--- src/rtl/mux_scan_ctrl_pkg.sv ---
// -----------------------------------------------------------------------------
// mux_scan_ctrl_pkg
// Shared constants for the 16:1 mux scan sequencer: default channel count,
// select width, default settle delay, settle-counter width and the legacy
// state encodings used by mux_scan_ctrl.
// No ports (package).
// -----------------------------------------------------------------------------
package mux_scan_ctrl_pkg;

    localparam int unsigned MUX_N          = 16;
    localparam int unsigned MUX_SEL_W      = 4;
    localparam int unsigned MUX_SETTLE_DEF = 1;

    // Settle counter width; bounds SETTLE to 0..15.
    localparam int unsigned MUX_CNT_W      = 4;

    localparam logic [0:0] ST_IDLE = 1'b0;
    localparam logic [0:0] ST_SCAN = 1'b1;

endpackage

--- src/rtl/mux_settle_cnt.sv ---
// -----------------------------------------------------------------------------
// mux_settle_cnt
// Loadable down-counter that times the settle interval of one channel step.
//
// Ports:
//   clk       rising-edge clock
//   rst_n     asynchronous active-low reset (value -> 0)
//   clr       synchronous clear to 0 (highest priority after reset)
//   load      load load_val
//   load_val  value loaded on load
//   dec       decrement by one; saturates at 0
//   zero      high while the counter value is 0
// -----------------------------------------------------------------------------
module mux_settle_cnt
    import mux_scan_ctrl_pkg::*;
#(
    parameter int unsigned W = MUX_CNT_W
) (
    input  logic         clk,
    input  logic         rst_n,
    input  logic         clr,
    input  logic         load,
    input  logic [W-1:0] load_val,
    input  logic         dec,
    output logic         zero
);

    logic [W-1:0] value;

    always_ff @(posedge clk or negedge rst_n) begin
        if (!rst_n) begin
            value <= '0;
        end else if (clr) begin
            value <= '0;
        end else if (load) begin
            value <= load_val;
        end else if (dec && (value != '0)) begin
            value <= value - 1'b1;
        end
    end

    assign zero = (value == '0);

endmodule

--- src/rtl/mux_scan_ctrl.sv ---
// -----------------------------------------------------------------------------
// mux_scan_ctrl
// Sequencer for the 16:1 channel mux. Steps sel through 0..N-1, waits SETTLE
// cycles after each select change, samples y_in, and publishes the assembled
// word on data_out with a one-cycle valid pulse.
//
// Optional feature: define MUX_SCAN_CONT_EN to add the cont input. With
// cont=1 at the final-sample edge the block publishes the word and restarts
// a new scan at once without leaving SCAN.
//
// Ports:
//   clk       rising-edge clock
//   rst_n     asynchronous active-low reset
//   start     request one scan (only honoured in IDLE)
//   abort     synchronous cancel of a running scan; beats start
//   cont      (MUX_SCAN_CONT_EN only) continuous re-scan request
//   y_in      mux output for the current sel
//   sel       registered mux select
//   busy      high while a scan is running
//   data_out  last completed scan word; bit k sampled with sel=k
//   valid     one-cycle pulse when data_out updates
// -----------------------------------------------------------------------------
module mux_scan_ctrl
    import mux_scan_ctrl_pkg::*;
#(
    parameter int unsigned N      = MUX_N,
    parameter int unsigned SEL_W  = MUX_SEL_W,
    parameter int unsigned SETTLE = MUX_SETTLE_DEF
) (
    input  logic             clk,
    input  logic             rst_n,
    input  logic             start,
    input  logic             abort,
`ifdef MUX_SCAN_CONT_EN
    input  logic             cont,
`endif
    input  logic             y_in,
    output logic [SEL_W-1:0] sel,
    output logic             busy,
    output logic [N-1:0]     data_out,
    output logic             valid
);

    localparam logic [MUX_CNT_W-1:0] SETTLE_V = MUX_CNT_W'(SETTLE);
    localparam logic [SEL_W-1:0]     LAST_SEL = SEL_W'(N - 1);

    logic [0:0]   state;
    // Samples of channels 0..N-2; the last channel goes straight to data_out.
    logic [N-2:0] shadow;

    logic cont_i;
    logic scanning;
    logic last_ch;
    logic accept;
    logic do_abort;
    logic sample;
    logic finish;
    logic restart;
    logic cnt_zero;
    logic cnt_load;
    logic cnt_dec;

`ifdef MUX_SCAN_CONT_EN
    assign cont_i = cont;
`else
    assign cont_i = 1'b0;
`endif

    assign scanning = (state == ST_SCAN);
    assign last_ch  = (sel == LAST_SEL);
    assign accept   = !scanning && start && !abort;
    assign do_abort = scanning && abort;
    assign sample   = scanning && !abort && cnt_zero;
    assign finish   = sample && last_ch;
    assign restart  = finish && cont_i;

    // Reload the settle interval on every select change: scan start,
    // channel advance and continuous restart.
    assign cnt_load = accept || (sample && !last_ch) || restart;
    assign cnt_dec  = scanning && !abort && !cnt_zero;

    mux_settle_cnt #(
        .W (MUX_CNT_W)
    ) u_settle_cnt (
        .clk      (clk),
        .rst_n    (rst_n),
        .clr      (do_abort),
        .load     (cnt_load),
        .load_val (SETTLE_V),
        .dec      (cnt_dec),
        .zero     (cnt_zero)
    );

    always_ff @(posedge clk or negedge rst_n) begin
        if (!rst_n) begin
            state    <= ST_IDLE;
            sel      <= '0;
            shadow   <= '0;
            data_out <= '0;
            valid    <= 1'b0;
        end else begin
            valid <= finish;
            if (do_abort) begin
                state  <= ST_IDLE;
                sel    <= '0;
                shadow <= '0;
            end else if (accept) begin
                state <= ST_SCAN;
                sel   <= '0;
            end else if (sample) begin
                if (last_ch) begin
                    data_out <= {y_in, shadow};
                    sel      <= '0;
                    state    <= restart ? ST_SCAN : ST_IDLE;
                end else begin
                    shadow[sel] <= y_in;
                    sel         <= sel + 1'b1;
                end
            end
        end
    end

    assign busy = scanning;

endmodule

--- config.mk ---
export PLATFORM = sky130hd
export DESIGN_NAME = mux_scan_ctrl
export DESIGN_NICKNAME = d
export VERILOG_FILES = /design/src/rtl/mux_scan_ctrl_pkg.sv /design/src/rtl/mux_settle_cnt.sv /design/src/rtl/mux_scan_ctrl.sv
export SDC_FILE = /design/constraint.sdc
export NUM_CORES = 1
export LEC_CHECK = 0
export ABC_AREA = 1
export BUFFER_PORTS_ARGS = -buffer_cell sky130_fd_sc_hd__buf_2
export CAP_MARGIN = 20
export CELL_PAD_IN_SITES_DETAIL_PLACEMENT = 1
export CELL_PAD_IN_SITES_GLOBAL_PLACEMENT = 1
export CORE_MARGIN = 5
export CORE_UTILIZATION = 40
export DETAILED_ROUTE_END_ITERATION = 10
export HOLD_SLACK_MARGIN = 0.12
export MAX_ROUTING_LAYER = met4
export PLACE_DENSITY = 0.81
export SYNTH_ARGS = -nofsm -noshare
export SYNTH_HDL_FRONTEND = slang
export SYNTH_SLANG_ARGS = --single-unit
export TNS_END_PERCENT = 20
--- constraint.sdc ---
create_clock -name clk -period 1.85 [get_ports clk]
set_input_delay 0.37 -clock clk [delete_from_list [all_inputs] [get_ports clk]]
set_output_delay 0.37 -clock clk [all_outputs]
set_load 0.01 [all_outputs]
Word level (Yosys, flattened, before mapping)
Cells that the tools add are included.
{"block": "word_totals", "regBits": 41, "latchBits": 0, "mem_bits_rw": 0, "mem_bits_ro": 0, "input_bits": 5, "output_inout_bits": 22, "wordCells": 57, "mem_count": 0}
{"block": "op_classes", "addsub": 2, "multipliers": 0, "div_mod_pow": 0, "n_lt_le_gt_ge": 2, "n_eq_ne": 3, "shift": 0, "mux": 18, "bitwise": 2, "reduce_logical": 24}
{"operator": "15-bit 2-to-1 mux", "n": 4}
{"operator": "4-bit 2-to-1 mux", "n": 7}
{"operator": "15-bit bitwise mux", "n": 1}
{"operator": "1-bit logical AND", "n": 10}
{"operator": "3-bit nonzero test", "n": 3}
{"operator": "4-bit by 5-bit less-than comparator with 1-bit output (second input constant)", "n": 1}
{"operator": "1-bit 2-to-1 mux", "n": 5}
{"operator": "4-bit by 1-bit adder with 4-bit output (second input constant)", "n": 1}
{"operator": "1-bit demux with 4-bit select", "n": 1}
{"operator": "4-bit equality test (second input constant)", "n": 1}
{"operator": "4-bit by 1-bit greater-or-equal comparator with 1-bit output (second input constant)", "n": 1}
{"operator": "1-bit zero test", "n": 4}
{"operator": "4-bit zero test", "n": 1}
{"operator": "2-bit by 1-bit inequality test with 1-bit output (second input constant)", "n": 2}
{"operator": "4-bit AND reduction", "n": 1}
{"operator": "4-bit nonzero test", "n": 1}
{"operator": "4-bit by 1-bit subtractor with 4-bit output (second input constant)", "n": 1}
{"operator": "3-bit AND reduction", "n": 1}
{"operator": "1-bit NOT", "n": 2}
{"operator": "2-bit AND reduction", "n": 1}
{"operator": "2-bit nonzero test", "n": 1}
{"operator": "1-bit logical OR", "n": 1}

Depth between registers and ports, before layout
Gate-level depths: netlist of run 1.
{"block": "logic_depth", "depth_word": 9, "mapped_depth": 11, "depth_no_buf": 10}

Cells and area by module
Synthesis of run 1 repeated with hierarchy kept, for this count alone.
{"block": "hier_totals", "cells_unflattened": 267, "area_unflattened_um2": 2099.5}
{"mod": "mux_scan_ctrl", "instances": 1, "cells_each": 225, "area_each_um2": 1766.7, "seq_area_each_um2": 925.9}
{"mod": "mux_settle_cnt", "instances": 1, "cells_each": 42, "area_each_um2": 332.8, "seq_area_each_um2": 100.1}

Worst setup path before layout of run 1
OpenSTA, ideal clock, no wires.
{"block": "synth_path", "path_type": "register -> register", "startpoint": "reg sel[0]", "endpoint": "reg shadow[2]", "setup_ps": 113, "t_arrival_ps": 1367, "t_required_ps": 1737, "path_slack_ps": 370, "path_stages_with_launch": 9, "n_path_buf": 1, "synth_period_minus_slack_ps": 1480, "cell_sequence": "dfrtp_1 ha_1 nand3_1 nand3_2 inv_2 buf_6 nand3_1 nand2_1 inv_1"}
{"block": "synth_between", "elab_chain_cells": 9, "word_cells_on_any_way": 13, "cone_classes": "order compare (2); eq/ne (2); mux (7); reduce/logical (2)"}
{"item": "from (decl)", "line": "mux_scan_ctrl.sv:38", "rtl": "output logic [SEL_W-1:0] sel,"}
{"item": "from (signal assigned)", "line": "mux_scan_ctrl.sv:117", "rtl": "sel <= sel + 1'b1;"}
{"item": "4-bit by 5-bit less-than comparator with 1-bit output (implied by the code) / 4-bit by 1-bit greater-or-equal comparator with 1-bit output (equally long branches)", "line": "mux_scan_ctrl.sv:116", "rtl": "shadow[sel] <= y_in;"}
{"item": "1-bit logical AND (implied by the code)", "line": "mux_scan_ctrl.sv:116"}
{"item": "1-bit 2-to-1 mux (implied by the code)", "line": "mux_scan_ctrl.sv:116"}
{"item": "1-bit demux with 4-bit select", "line": "mux_scan_ctrl.sv:116"}
{"item": "15-bit bitwise mux", "line": "mux_scan_ctrl.sv:116"}
{"item": "15-bit 2-to-1 mux", "line": "mux_scan_ctrl.sv:111", "rtl": "if (last_ch) begin"}
{"item": "15-bit 2-to-1 mux", "line": "mux_scan_ctrl.sv:110", "rtl": "end else if (sample) begin"}
{"item": "15-bit 2-to-1 mux", "line": "mux_scan_ctrl.sv:107", "rtl": "end else if (accept) begin"}
{"item": "15-bit 2-to-1 mux", "line": "mux_scan_ctrl.sv:103", "rtl": "if (do_abort) begin"}
{"item": "to (signal, indexed assignment)", "line": "mux_scan_ctrl.sv:116"}
{"item": "to (decl)", "line": "mux_scan_ctrl.sv:49", "rtl": "logic [N-2:0] shadow;"}
Parallel ways exist; a longest one is shown, timed or not. The select of a mux whose other input is x is not followed.
A chain may end at the register's enable or synchronous reset.

Worst setup path after layout of run 1
{"block": "layout_path", "startpoint": "reg sel[0]", "endpoint": "reg shadow[13]"}
Same word-level chain as after synthesis.

==> results of run 1 <==
how the worst max path moves through the flow:
stage | to | slack (ps) | cells past startpoint
finish | shadow[13] | 230 | 8
global route | shadow[13] | 30 | 10
CTS | shadow[13] | 170 | 8
detailed placement | shadow[13] | 190 | 8
global placement | shadow[10] | 220 | 8
floorplan | shadow[2] | 370 | 8
per-layer routing:
metal / track usage, % / up-vias / part of all wire (%)
met3: 3.96 / 4 / 5.2
met4: 4.01 / 0 / 0.67
met1: 20.7 / 862 / 46
li1: - / 930 / -
met5: - / - / 0
met2: 26.5 / 35 / 48
report_power, final:
part	leakage, nW	total, mW	internal [mW]	switching, mW
Sequential	0.566	1.09	0.995	0.0922
Combinational	0.864	0.865	0.295	0.571
Clock	0.0585	0.758	0.440	0.317
synth_stat cells, drive strengths merged:
cell type  instances
nand2            132
dfrtp             41
inv               33
nand3             30
nor2              23
buf                6
ha                 6
o21ai              4
nand4              3
a21oi              2
clkbuf             1
clkinv             1
o21bai             1
registers in the layout, summed over array words and instances (netlist names):
register	cells
u_settle_cnt.value	4
busy	1
valid	1
shadow	15
data_out	16
sel	4
timing repair:
action                                 4_1_cts  5_1_grt
hold buffers                                 1        0
gates resized for setup                      0        1
endpoints found under the hold margin       18        0
setup endpoints to repair                    0        1
kinds of logic (layout without fill, tap and decap cells):
group | after synthesis | in the layout | synth area share, %
AND/OR/NAND/NOR | 188 | 188 | 37.2
buffers and inverters | 41 | 75 | 9.14
flip-flops | 41 | 41 | 48.4
adder cells (fa/ha/maj) | 6 | 6 | 3.54
AO/OA/AOI/OAI | 7 | 7 | 1.77
stage by stage:
stage                     setup WS [ps]  util, %
final                               232     48.2
after global routing               30.1     48.2
after CTS                           167     48.1
after detailed placement            191     45.6
after global placement              225     45.6
after floorplan                     370        -
area by class of cell:
| cell class | count | area share, % |
|---|---|---|
| sequential | 41 | 41.5 |
| multi-input combinational | 201 | 36.5 |
| timing repair buffer | 33 | 8.49 |
| inverter | 34 | 5.31 |
| tap | 70 | 3.54 |
| clock buffer | 7 | 3.49 |
| clock inverter | 1 | 1.21 |
worst max-delay path, stage by stage (launching register included):
cell and delay [ps]:
dfrtp_1 450, ha_2 260, nand3_1 130, nand3_2 160, inv_2 110, buf_12 160, nand3_1 80, nand2_1 100
inv_1 50
==> out/results.tsv, run 1 <==
metric	value	unit
status	finished clean	
tns	0	ps
synth_cell_types	21	
place_congestion	0.792	
r2r_cells	8	
drc	0	
place_inst	378	
cp.arrival	1800	ps
cts_root_buf	clkbuf_8	
endpoint_kind	flip-flop	
clock.fmax	0.618	GHz
h-tree-depth	2	
crit_type	reg2reg	
grt_pass1_wl	9.14	mm
antenna_found_initial	0	
clk_path_buf_depth	2	
fin_crit	1620	ps
final_cells	387	
layout.nets	327	
slew_headroom	66.7	%
fillerInstances	695	
synthToLayoutAreaGrowth	16.7	%
min_period_over_period	87.4	%
synth_area	2120	µm²
die_area	6860	µm²
cts_tree	built	
start_util	41.3	%
crit_start	sel[0]	
worst_hold_slack	300	ps
max_cap_violations	0	
syn_nets	294	
drt-total-wl	4.91	mm
cts_setup_buffers	0	
syn_inst	283	
r2r_slack	230	ps
ant_nets	0	
overflow	0	
r2r_end	shadow[13]	
num_rows	26	
firstDrtPassIters	4	
clk_latency	300	ps
hold_start	y_in	
cp_data_required_time	2040	ps
synth_area_leaders	dfrtp_1 48%, nand2_1 23%, nand3_1 6.6%	
yosysWarningCount	0	
irDropWorstVdd	0.516	mV
grt_usage	16.4	%
hold_viol	0	
drt-initial-drc-count	81	
vias_per_cell	4.73	
hold_path_class	in2reg	
startpoint_type	flip-flop	
syn_area_per_cell	7.49	µm²
layout_commonest_cell	nand2_1	
clk_pin_slew_worst_paths	80	ps
ys_seq_area_share	48.4	%
rsz0062_at_grt	false	
multi_input_area	903	µm²
die_y	82.8	µm
die_w	82.8	µm
grt_max_degree	31	
total_power	2.71	mW
wl_per_cell	12.7	µm
ios	27	
yosysTopAreaCell	dfrtp_1	
synth_top_cell_area_share	48.4	%
p_per_area	1100	nW/µm²
core_area	5140	µm²
num_vias	1831	
grt_pass1_vias	1985	
drive_gt1_share	15.8	%
place_area	2350	µm²
final.setup_skew	8.40	ps
crit_fanout	30	
final_area	2470	µm²
cts_made_buffers	5	
cts_sinks	41	
setup_viol	0	
min_path_cells	3	
yosys_register_bits	41	
tightest_slew	499	ps
min_to	data_out[15]	
layout_common_cells	130 x nand2_1, 41 x dfrtp_1, 30 x inv_1	
maxSlewViolCount	0	
leakagePower	1.49	nW
io_buffers	26	
antenna_cells	0	
regArea	1030	µm²
timing.rr.start	sel[0]	
dpl.hpwl	3.65	mm
Power figures use the tool's default switching activity.
==> run 2: changes to the inputs <==
CELL_PAD_IN_SITES_DETAIL_PLACEMENT = default   (was 1)
CELL_PAD_IN_SITES_GLOBAL_PLACEMENT = default   (was 1)
CORE_ASPECT_RATIO = 0.7   (was default)
PLACE_DENSITY = 0.64   (was 0.81)
==> run 2 against run 1 <==
Critical path type unchanged. Clock skew shrank 4.7 ps. Critical path depth did not move. Core utilization shrank 0.43 points. First-iteration DRC count is 31% higher. Highest routed layer unchanged. Die area grew 0.34%. Worst setup slack worse by 64 ps. Power fell by 0.20%. Design area up 0.30%. Register-to-register slack lost 60 ps. Cell count rose by 0.78%.
==> out/results.tsv, run 2 (synthesis gave the netlist of run 1 again) <==
metric	value	unit	change
status	finished clean		unchanged
clk_path_buf_depth	2		unchanged
grt_usage	14.3	%	was 16.4%
r2r_end	shadow[9]		was shadow[13]
ios	27		unchanged
seqPwrFrac	40.0	%	was 40.1%
crit_fanout	30		unchanged
busiest_layer	met1		was met2
io_buffers	26		unchanged
p_int	1.74	mW	was 1.73 mW
max_cap_violations	0		unchanged
clock.fmax	0.595	GHz	was 0.618 GHz
startpoint_type	flip-flop		unchanged
cts_setup_buffers	0		unchanged
top_register	data_out		unchanged
start_util	40.8	%	was 41.3%
leakagePower	1.50	nW	was 1.49 nW
min_path_cells	3		unchanged
hold_path_class	in2reg		unchanged
power_switching_share	35.8	%	was 36.2%
slew_headroom	65.7	%	was 66.7%
grt_pass1_vias	1669		was 1,985
clock_power_share	27.7	%	was 28.0%
r2r_cells	8		unchanged
p_per_area	1090	nW/µm²	was 1100 nW/µm²
switching_power	0.968	mW	was 0.980 mW
vias_per_cell	4.57		was 4.73
crit_top_cell	nand3_1		unchanged
total_power	2.70	mW	was 2.71 mW
fillerInstances	517		was 695
reg_top3	data_out: 16 flops, shadow: 15 flops		unchanged
die_area	6880	µm²	was 6860 µm²
grt_pass1_wl	7.83	mm	was 9.14 mm
firstDrtPassIters	4		unchanged
layout.nets	328		was 327
cts_tree	built		unchanged
endpoint_kind	flip-flop		unchanged
cts_sinks	41		unchanged
place_congestion	0.847		was 0.792
num_rows	22		was 26
die_y	70.9	µm	was 82.8 µm
cts_root_buf	clkbuf_8		unchanged
crit_type	reg2reg		unchanged
antenna_found_initial	0		unchanged
grtUsageMet3	3.84	%	was 3.96%
layout_commonest_cell	nand2_1		unchanged
slowest_delay	450	ps	about the same
maxSlewViolCount	0		unchanged
die_w	97.0	µm	was 82.8 µm
final.setup_skew	3.68	ps	was 8.40 ps
final_core_util	47.7	%	was 48.2%
min_period_over_period	90.9	%	was 87.4%
r2r_slack	170	ps	was 230 ps
fin_crit	1680	ps	was 1620 ps
overflow	0		unchanged
clk_pin_slew_worst_paths	80	ps	about the same
crit_buf_inv	3		unchanged
tightest_slew	513	ps	was 499 ps
clk_latency	300	ps	about the same
drt-initial-drc-count	106		was 81
tns	0	ps	unchanged
slowest_stage	dfrtp_1		unchanged
combPwrFrac	32.3	%	was 31.9%
path_delay_family	simple AND/OR/NAND/NOR gates		unchanged
hold_viol	0		unchanged
hold_start	y_in		unchanged
antenna_cells	0		unchanged
regArea	1030	µm²	unchanged
drt-total-wl	4.42	mm	was 4.91 mm
num_vias	1784		was 1,831
rsz0062_at_grt	false		unchanged
timing.rr.start	sel[0]		unchanged
drc	0		unchanged
cp_data_required_time	2050	ps	was 2040 ps
wl_per_cell	11.3	µm	was 12.7 µm
setup_viol	0		unchanged
h-tree-depth	2		unchanged
grt_max_degree	42		was 31
cts_resized	0		unchanged
path_cells	ha_1 -> nand3_1 -> nand3_2 -> inv_2 -> buf_12 -> nand3_1 -> nand2_1 -> inv_1		was ha_2 -> nand3_1 -> nand3_2 -> inv_2 -> buf_12 -> nand3_1 -> nand2_1 -> inv_1
gr-usage-met1	20.3	%	was 20.7%
synthToLayoutAreaGrowth	17.1	%	was 16.7%
cts_made_buffers	5		unchanged
ant_nets	0		unchanged
irDropWorstVdd	0.555	mV	was 0.516 mV
core_area	5200	µm²	was 5140 µm²
use_met2	20.0	%	was 26.5%
largest_register_ffs	16		unchanged
multi_input_area	901	µm²	was 903 µm²
min_to	data_out[15]		unchanged
drive_gt1_share	15.7	%	was 15.8%
layout_common_cells	130 x nand2_1, 41 x dfrtp_1, 30 x inv_1		unchanged
cp.arrival	1880	ps	was 1800 ps
dpl.hpwl	3.13	mm	was 3.65 mm
## run 2: cell count changes in the layout (fill, tap and decap cells not counted), sizes merged
cell  delta
buf      +1
## run 2: worst max path at each step
stage                     startpoint   endpoint  slack, ps  cells past startpoint
final                         sel[0]  shadow[9]        170                      8
after global routing          sel[0]  shadow[0]         10                      8
after CTS                     sel[0]  shadow[9]        170                      8
after detailed placement      sel[0]  shadow[9]        190                      8
after global placement        sel[0]  shadow[4]        210                      8
after floorplan               sel[0]  shadow[2]        370                      8
## run 2: metrics by stage
stage	setup WS, ps	area [µm²]	hold WS, ps	cells
finish	169	2480	304	390
global route	9.61	2480	302	390
CTS	166	2480	295	390
detailed placement	194	2360	360	381
global placement	212	2360	359	381
floorplan	370	2120	74.4	283
## run 2: timing repair
item	CTS	global route
hold buffers	1	0
setup endpoints to repair	0	0
endpoints found under the hold margin	41	0
## run 2: layout make-up
class / count / share of cell area, %
Multi-Input combinational cell: 201 / 36.3
Clock buffer: 7 / 3.48
Tap cell: 72 / 3.63
Sequential cell: 41 / 41.3
Timing Repair Buffer: 34 / 8.77
Inverter: 34 / 5.29
Clock inverter: 1 / 1.21
## run 2: tightest hold or removal path, cell delays in order
cell     delay, ps
buf_2          100
nand2_1         50
nand2_1         40
## run 2: power by group through the flow
| stage | combinational, mW | sequential [mW] | clock [mW] |
|---|---|---|---|
| after floorplan | 0.619 | 1.10 | 0 |
| after global placement | 0.863 | 1.09 | 0 |
| after detailed placement | 0.871 | 1.10 | 0 |
| after CTS | 0.878 | 1.08 | 0.771 |
| after global routing | 1.00 | 1.09 | 0.805 |
| final | 0.874 | 1.08 | 0.750 |
## run 2: per-layer routing
metal | share of wire, % | wire, µm
met2 | 41 | 1810
met4 | 0.88 | 39
met1 | 53 | 2340
met5 | 0 | 0
met3 | 5.0 | 220
